File: src/rtl/pc_sequencer.sv
// Program-counter sequencer: PC stepping, branch redirect through the
// lookup table, run/stop control and a saturating cycle counter.
module pc_sequencer #(
  parameter int PC_W  = 8,
  parameter int KEY_W = 8,
  parameter int CNT_W = 16
) (
  input  logic             clk,
  input  logic             rst_n,
  input  logic             start,
  input  logic [PC_W-1:0]  start_addr,
  input  logic             stall,
  input  logic             br_taken,
  input  logic [KEY_W-1:0] br_key,
  input  logic             halt_instr,
  output logic [KEY_W-1:0] lut_key,
  input  logic [PC_W-1:0]  lut_addr,
  output logic [PC_W-1:0]  pc,
  output logic             instr_valid,
  output logic             running,
  output logic             done,
  output logic [CNT_W-1:0] cycle_cnt
);

  typedef enum logic [1:0] {
    IDLE,
    RUN,
    FLUSH,
    DONE
  } state_t;

  state_t           state;
  state_t           state_nxt;
  logic [PC_W-1:0]  pc_nxt;
  logic [CNT_W-1:0] cnt_nxt;

  assign running     = (state == RUN) || (state == FLUSH);
  assign done        = (state == DONE);
  assign instr_valid = (state == RUN) && !stall;
  assign lut_key     = (state == RUN) ? br_key : '0;

  always_comb begin
    state_nxt = state;
    pc_nxt    = pc;
    cnt_nxt   = cycle_cnt;
    if (running && (cycle_cnt != '1)) begin
      cnt_nxt = cycle_cnt + 1'b1;
    end
    unique case (state)
      IDLE, DONE: begin
        if (start) begin
          pc_nxt    = start_addr;
          cnt_nxt   = '0;
          state_nxt = RUN;
        end
      end
      RUN: begin
        // halt wins over a simultaneous taken branch
        if (!stall) begin
          if (halt_instr) begin
            state_nxt = DONE;
          end else if (br_taken) begin
            pc_nxt    = lut_addr;
            state_nxt = FLUSH;
          end else begin
            pc_nxt = pc + 1'b1;
          end
        end
      end
      FLUSH: begin
        if (!stall) begin
          state_nxt = RUN;
        end
      end
      default: begin
        state_nxt = IDLE;
      end
    endcase
  end

  always_ff @(posedge clk or negedge rst_n) begin
    if (!rst_n) begin
      state     <= IDLE;
      pc        <= '0;
      cycle_cnt <= '0;
    end else begin
      state     <= state_nxt;
      pc        <= pc_nxt;
      cycle_cnt <= cnt_nxt;
    end
  end

endmodule
File: config.mk
export PLATFORM = sky130hd
export DESIGN_NAME = pc_sequencer
export DESIGN_NICKNAME = d
export VERILOG_FILES = /design/src/rtl/pc_sequencer.sv
export SDC_FILE = /design/constraint.sdc
export NUM_CORES = 1
export LEC_CHECK = 0
export BUFFER_PORTS_ARGS = -buffer_cell sky130_fd_sc_hd__buf_4
export CELL_PAD_IN_SITES_DETAIL_PLACEMENT = 0
export CELL_PAD_IN_SITES_GLOBAL_PLACEMENT = 1
export CORE_AREA = 4 4 78 80
export CTS_CLUSTER_SIZE = 8
export DETAILED_ROUTE_END_ITERATION = 8
export DIE_AREA = 0 0 82 84
export GPL_ROUTABILITY_DRIVEN = 0
export PLACE_DENSITY = 0.77
export SYNTH_ARGS = -nofsm -noshare
export SYNTH_HDL_FRONTEND = slang
export SYNTH_SLANG_ARGS = --single-unit
File: constraint.sdc
create_clock -name clk -period 1.9 [get_ports clk]
set_input_delay 0.38 -clock clk [delete_from_list [all_inputs] [get_ports clk]]
set_output_delay 0.38 -clock clk [all_outputs]
set_load 0.02 [all_outputs]
==> results of run 1 <==
==> registers in the layout, indices dropped and copies added, names as in the netlist <==
signal and flops:
cycle_cnt 16, pc 8, state 2
==> power by group through the flow <==
stage,sequential [W],clock (W),combinational (W)
after global placement,0.000899,0,0.00188
final,0.000887,0.000357,0.00200
after CTS,0.000890,0.000369,0.00192
after detailed placement,0.000900,0,0.00191
after global routing,0.000916,0.000397,0.00221
after floorplan,0.00103,0,0.00104
==> final timing paths <==
kind,startpoint,endpoint,slack (ns),cells after the start
setup / recovery,state[0],cycle_cnt[12],0.05,6
hold / removal,rst_n,pc[7],0.006,1
setup reg to reg,state[0],cycle_cnt[12],0.05,6
hold reg to reg,pc[7],pc[7],0.57,2
max in group asynchronous,rst_n,cycle_cnt[4],1.63,1
min in group clk,start_addr[3],pc[3],0.39,3
==> synth_stat cells, drive strengths merged (2+ instances only) <==
master	number	area, µm²
o31ai	5	37.5
mux2i	6	60.1
buf	2	8.75
o21ai	12	60.1
inv	8	30.0
or4	2	15.0
o21a	2	15.0
a21oi	10	50.1
nand3	7	35.0
dfrtp	26	651
nor4	7	56.3
and2	9	56.3
ha	5	62.6
nand4	3	33.8
nor3	5	30.0
o41ai	4	35.0
nor2b	3	18.8
nand2	17	63.8
o211ai	4	30.0
xnor2	3	26.3
o311ai	3	26.3
a31oi	2	12.5
clkbuf	5	18.8
and4	3	26.3
nor2	14	52.6
or3	2	12.5
nand2b	4	25.0
==> per-stage QoR <==
stage / hold slack, ns / utilization, % / cells / power, W
after floorplan: 0.0844 / - / 191 / 0.00207
after global placement: 0.316 / 43.9 / 336 / 0.00278
after detailed placement: 0.313 / 43.9 / 336 / 0.00281
after CTS: 0.0189 / 45.1 / 340 / 0.00318
after global routing: 0.0259 / 46.3 / 345 / 0.00353
final: 0.00584 / 46.3 / 345 / 0.00324
==> repair_timing <==
action | in CTS | in global routing
resized for setup | 2 | 6
pin swaps | 0 | 4
buffers inserted | 0 | 5
setup endpoints to repair | 8 | 24
hold endpoints to repair | 0 | 0
==> cell type report <==
class                   count  area (µm²)
repair buffers             85         646
multi-input cells         149        1030
clock buffers               4        55.1
well taps                  72        90.1
fillers                   559        2900
flip-flops and latches     26         651
inverters                   9        33.8
==> critical path, cell delays in order (launching register included) <==
cell	delay, ns
dfrtp_1	0.42
inv_2	0.09
ha_4	0.20
nand4b_1	0.20
or3_4	0.40
o311ai_2	0.29
o41ai_1	0.12
==> layer usage <==
layer / GRT usage (%) / wire, µm
met1: 20.4 / 2210
met2: 22.9 / 2190
met3: 2.48 / 484
met4: 2.27 / 15
met5: 0 / 0
==> cells by family (layout without fill, tap and decap cells) <==
group,Yosys count,after routing,synth area share [%]
xor gates and xnor gates,3,3,1.55
and+or+nand+nor,81,81,27.4
adders and majority gates,5,5,3.69
AOI/OAI and AO/OA,54,54,21.8
buffers and inverters,16,98,3.62
muxes,6,6,3.55
DFF,26,26,38.4
==> results.txt, run 1 <==
Drt drc = 0
Row count = 27
Net Sw Power = 0.00143 W
Tot GR Track Use = 14.3%
Logic pwr share = 61.6%
Clk pwr share = 11.0%
# hold bufs at CTS = 0
Power density over the cells = 1300 nW/µm²
Area after DPL = 2370 µm²
Layout cell share with drive strength beyond 1 = 37.0%
Skew final = 0.00336 ns
Outcome = finished clean
Final Setup Violations = 0
Leak = 1.14 nW
Slew HR = 72.4%
Starting DRT DRC Count = 78
Final Hold Viols = 0
Syn avg cell area = 8.87 µm²
Clock transition at the registers of the reported paths = 0.09 ns
WP data arrival = 1.99 ns
VDD IR max = 0.471 mV
Post-synth EDFFs = 0
Ys async rst share = 100%
Worst min path class = primary input to asynchronous set/reset pin
Global-route wire length before repair = 8.14 mm
RSZ-0062 raised after global routing = yes
Post-Syn Instances = 191
H-Tree Depth = 1
Clk sinks = 26
Seq/Total Area, Yosys = 38.4%
Die width = 82 µm
IO Port Bufs = 64
Setup TNS = 0 ns
CTS tree = done
Tcrit/Tclk final = 97.2%
Initial antenna violation count = 0
Initial Util = 31.3%
Total of max-cap violations = 0
Final #Nets = 309
Syn Std Cell Area = 1690 µm²
Worst setup path class = register to register
Post-DP HPWL = 3.80 mm
1st-pass router iterations = 4
Routed Antenna Nets = 0
Vias = 1772
Longest Clk Path Bufs = 2
Critical Path Sink Type = register
Internal power = 0.00182 W
CP required = 2.04 ns
Diode count = 0
DIE AREA = 6890 µm²
Time the worst path needs with I/O delays and setup = 1.85 ns
Post-Place Setup Slack = 0.0440 ns
Synth Warn # = 0
Setup WS post-layout = 0.0536 ns
Sw Share = 44.0%
Number of distinct library cells after synthesis = 49
Gr ovfl total = 0
Worst-Margin Slew = 0.414 ns
IO Pins = 65
Wirelength, routed = 4.90 mm
WL per Instance = 14.2 µm
Final instance area = 2500 µm²
Routed vias/inst = 5.14
CTS root buf = clkbuf_8
Syn Nets = 226
Max Freq = 542 MHz
CP max FO = 6
Clk_lat worst skew = 0.27 ns
Core area = 5410 µm²
Yosys reg bits = 26
Cts bufs inserted = 3
P&R area growth vs syn = 47.7%
Startpoint Class = register
Vias in the first global route = 1698
Most common cell after layout, fill and taps aside = buf_4
Seq pwr share = 27.4%
Slew Viols, Final = 0
Largest net degree at the start of global routing = 27
Commonest non-fill, non-tap cells in the layout = buf_4 (83), dfrtp_1 (26), nand2_1 (17)
Die Ht = 84 µm
Main flop type after synthesis = dfrtp_1
No activity file was read; power rests on OpenSTA's default activity.
==> inputs of run 2 (changes only) <==
--- a/config.mk
+++ b/config.mk
@@ -6,7 +6,7 @@
 export NUM_CORES = 1
 export LEC_CHECK = 0
 export BUFFER_PORTS_ARGS = -buffer_cell sky130_fd_sc_hd__buf_4
-export CELL_PAD_IN_SITES_DETAIL_PLACEMENT = 0
+export CELL_PAD_IN_SITES_DETAIL_PLACEMENT = 1
 export CELL_PAD_IN_SITES_GLOBAL_PLACEMENT = 1
 export CORE_AREA = 4 4 78 80
 export CTS_CLUSTER_SIZE = 8
==> results.txt, run 2 (synthesis results as in run 1) <==
Diode count = 0
Outcome = finished clean
Seq pwr share = 27.6%
Final #Nets = 310
IO Port Bufs = 64
Crit path launch = state[0]
Worst hold slack = 0.00325 ns
Top delay family on crit path = buffers and inverters
Row count = 27
Clk pwr share = 9.8%
Vias in the first global route = 1870
Time the worst path needs with I/O delays and setup = 1.87 ns
Clock transition at the registers of the reported paths = 0.09 ns
Net Sw Power = 0.00146 W
Largest register FFs = 16
Highest Signal Layer = met4
Worst setup path endpoint = running
CTS root buf = clkbuf_8
Logic pwr share = 62.6%
Drt drc = 0
P&R area growth vs syn = 47.6%
Largest Register = cycle_cnt
Post-Place Setup Slack = 0.00192 ns
Max Freq = 534 MHz
Critical Path Sink Type = output port
Crit-path slowest cell = dfrtp_1
Core area = 5410 µm²
Die width = 82 µm
Tot GR Track Use = 16.2%
Total of max-cap violations = 0
Met2 WL post-DR = 2.67 mm
Worst-Margin Slew = 0.408 ns
R2R Path Start = state[0]
Setup WS post-layout = 0.0263 ns
H-Tree Depth = 1
1st-pass router iterations = 4
Power density over the cells = 1290 nW/µm²
Worst-path cell chain = inv_2, ha_4, buf_6, buf_4, inv_1, buf_4
Vias = 1800
Clk_lat worst skew = 0.27 ns
Tcrit/Tclk final = 98.6%
Longest Clk Path Bufs = 2
CTS tree = done
Starting DRT DRC Count = 60
Initial antenna violation count = 0
Most common cell after layout, fill and taps aside = buf_4
Sw Share = 45.2%
Reg2reg setup slack = 0.05 ns
R2R Path End = cycle_cnt[13]
Worst setup path class = register to output port
Cts bufs inserted = 3
Post-DP HPWL = 4.29 mm
R2r worst-path depth = 8
CP Buf/Inv Count = 5
Slew HR = 72.6%
Fin cells = 345
Internal power = 0.00178 W
IO Pins = 65
Largest net degree at the start of global routing = 27
WL per Instance = 15.9 µm
Wirelength, routed = 5.50 mm
Dpl cells = 336
Top Registers = cycle_cnt: 16 flops, pc: 8 flops, state: 2 flops
Slew Viols, Final = 0
Met1 wire length = 2.38 mm
Crit-path max cell delay = 0.41 ns
RSZ-0062 raised after global routing = yes
Routed vias/inst = 5.22
Initial Util = 31.3%
Clk sinks = 26
VDD IR max = 0.534 mV
Startpoint Class = register
Cell repeated most along the worst path = buf_4
Skew final = 0.00454 ns
Layout cell share with drive strength beyond 1 = 37.0%
Commonest non-fill, non-tap cells in the layout = buf_4 (84), dfrtp_1 (26), nand2_1 (17)
Fill cell count = 638
Gr ovfl total = 0
Global-route wire length before repair = 8.94 mm
Power Total = 0.00324 W
Metal3 WL = 404 µm
Leak = 1.13 nW
Die Ht = 84 µm
Final Hold Viols = 0
Final Util = 46.3%
CP required = 1.52 ns
Worst min path class = primary input to asynchronous set/reset pin
Final Setup Violations = 0
WP data arrival = 1.49 ns
DIE AREA = 6890 µm²
CP max FO = 11
Routed Antenna Nets = 0
CP Depth = 6
## run 2: cell types whose count changed in the layout (fill, tap and decap cells not counted)
| cell | delta |
|---|---|
| a211oi_1 | +1 |
| a211oi_2 | -1 |
| buf_4 | +1 |
| clkbuf_8 | -1 |
| ha_2 | -1 |
| ha_4 | +1 |
| inv_1 | -1 |
| inv_2 | +1 |
## run 2: timing repair
action,CTS,global route
gates resized for setup,3,6
setup endpoints to repair,10,26
hold buffers,0,0
pin swaps,0,4
gates cloned,0,0
buffers inserted,2,4
## run 2: routing by layer
layer / vias to the layer above / global-route usage, %
met4: 0 / 2.72
met3: 4 / 3.24
met2: 61 / 26.9
met5: - / 0
li1: 878 / -
met1: 857 / 21.7
## run 2: worst register-to-register path, stage by stage, from the launching register on
cell,delay [ns]
dfrtp_1,0.42
inv_2,0.09
ha_4,0.20
buf_6,0.12
nand3b_1,0.20
nor4_2,0.18
buf_4,0.18
a41oi_1,0.11
a311oi_1,0.24
## run 2: power groups by stage
stage               combinational, W  clock [W]  sequential (W)
finish                       0.00203   0.000319        0.000892
global placement             0.00188          0        0.000899
detailed placement           0.00192          0        0.000903
floorplan                    0.00104          0         0.00103
global route                 0.00226   0.000356        0.000921
CTS                          0.00198   0.000329        0.000889
## run 2: final cells by class
type / instances / area [µm²] / area share, %
Sequential cell: 26 / 651 / 26.0
Tap cell: 72 / 90.1 / 3.60
Inverter: 9 / 33.8 / 1.35
Timing Repair Buffer: 86 / 653 / 26.1
Multi-Input combinational cell: 149 / 1030 / 41.3
Clock buffer: 3 / 41.3 / 1.65
## run 2: how the worst min path moves through the flow
stage | startpoint | end | slack [ns] | depth (start not counted)
floorplan | rst_n | cycle_cnt[0] | 0.08 | 0
global placement | rst_n | pc[5] | 0.32 | 1
detailed placement | rst_n | pc[7] | 0.32 | 1
CTS | rst_n | pc[0] | 0.03 | 1
global route | rst_n | pc[7] | 0.03 | 1
finish | rst_n | pc[7] | 0.003 | 1
## run 2: stage by stage
| stage | area, µm² | TNS, ns |
|---|---|---|
| after CTS | 2440 | 0 |
| final | 2500 | 0 |
| after detailed placement | 2370 | 0 |
| after global routing | 2500 | -0.397 |
| after floorplan | 1710 | -0.00773 |
| after global placement | 2370 | 0 |
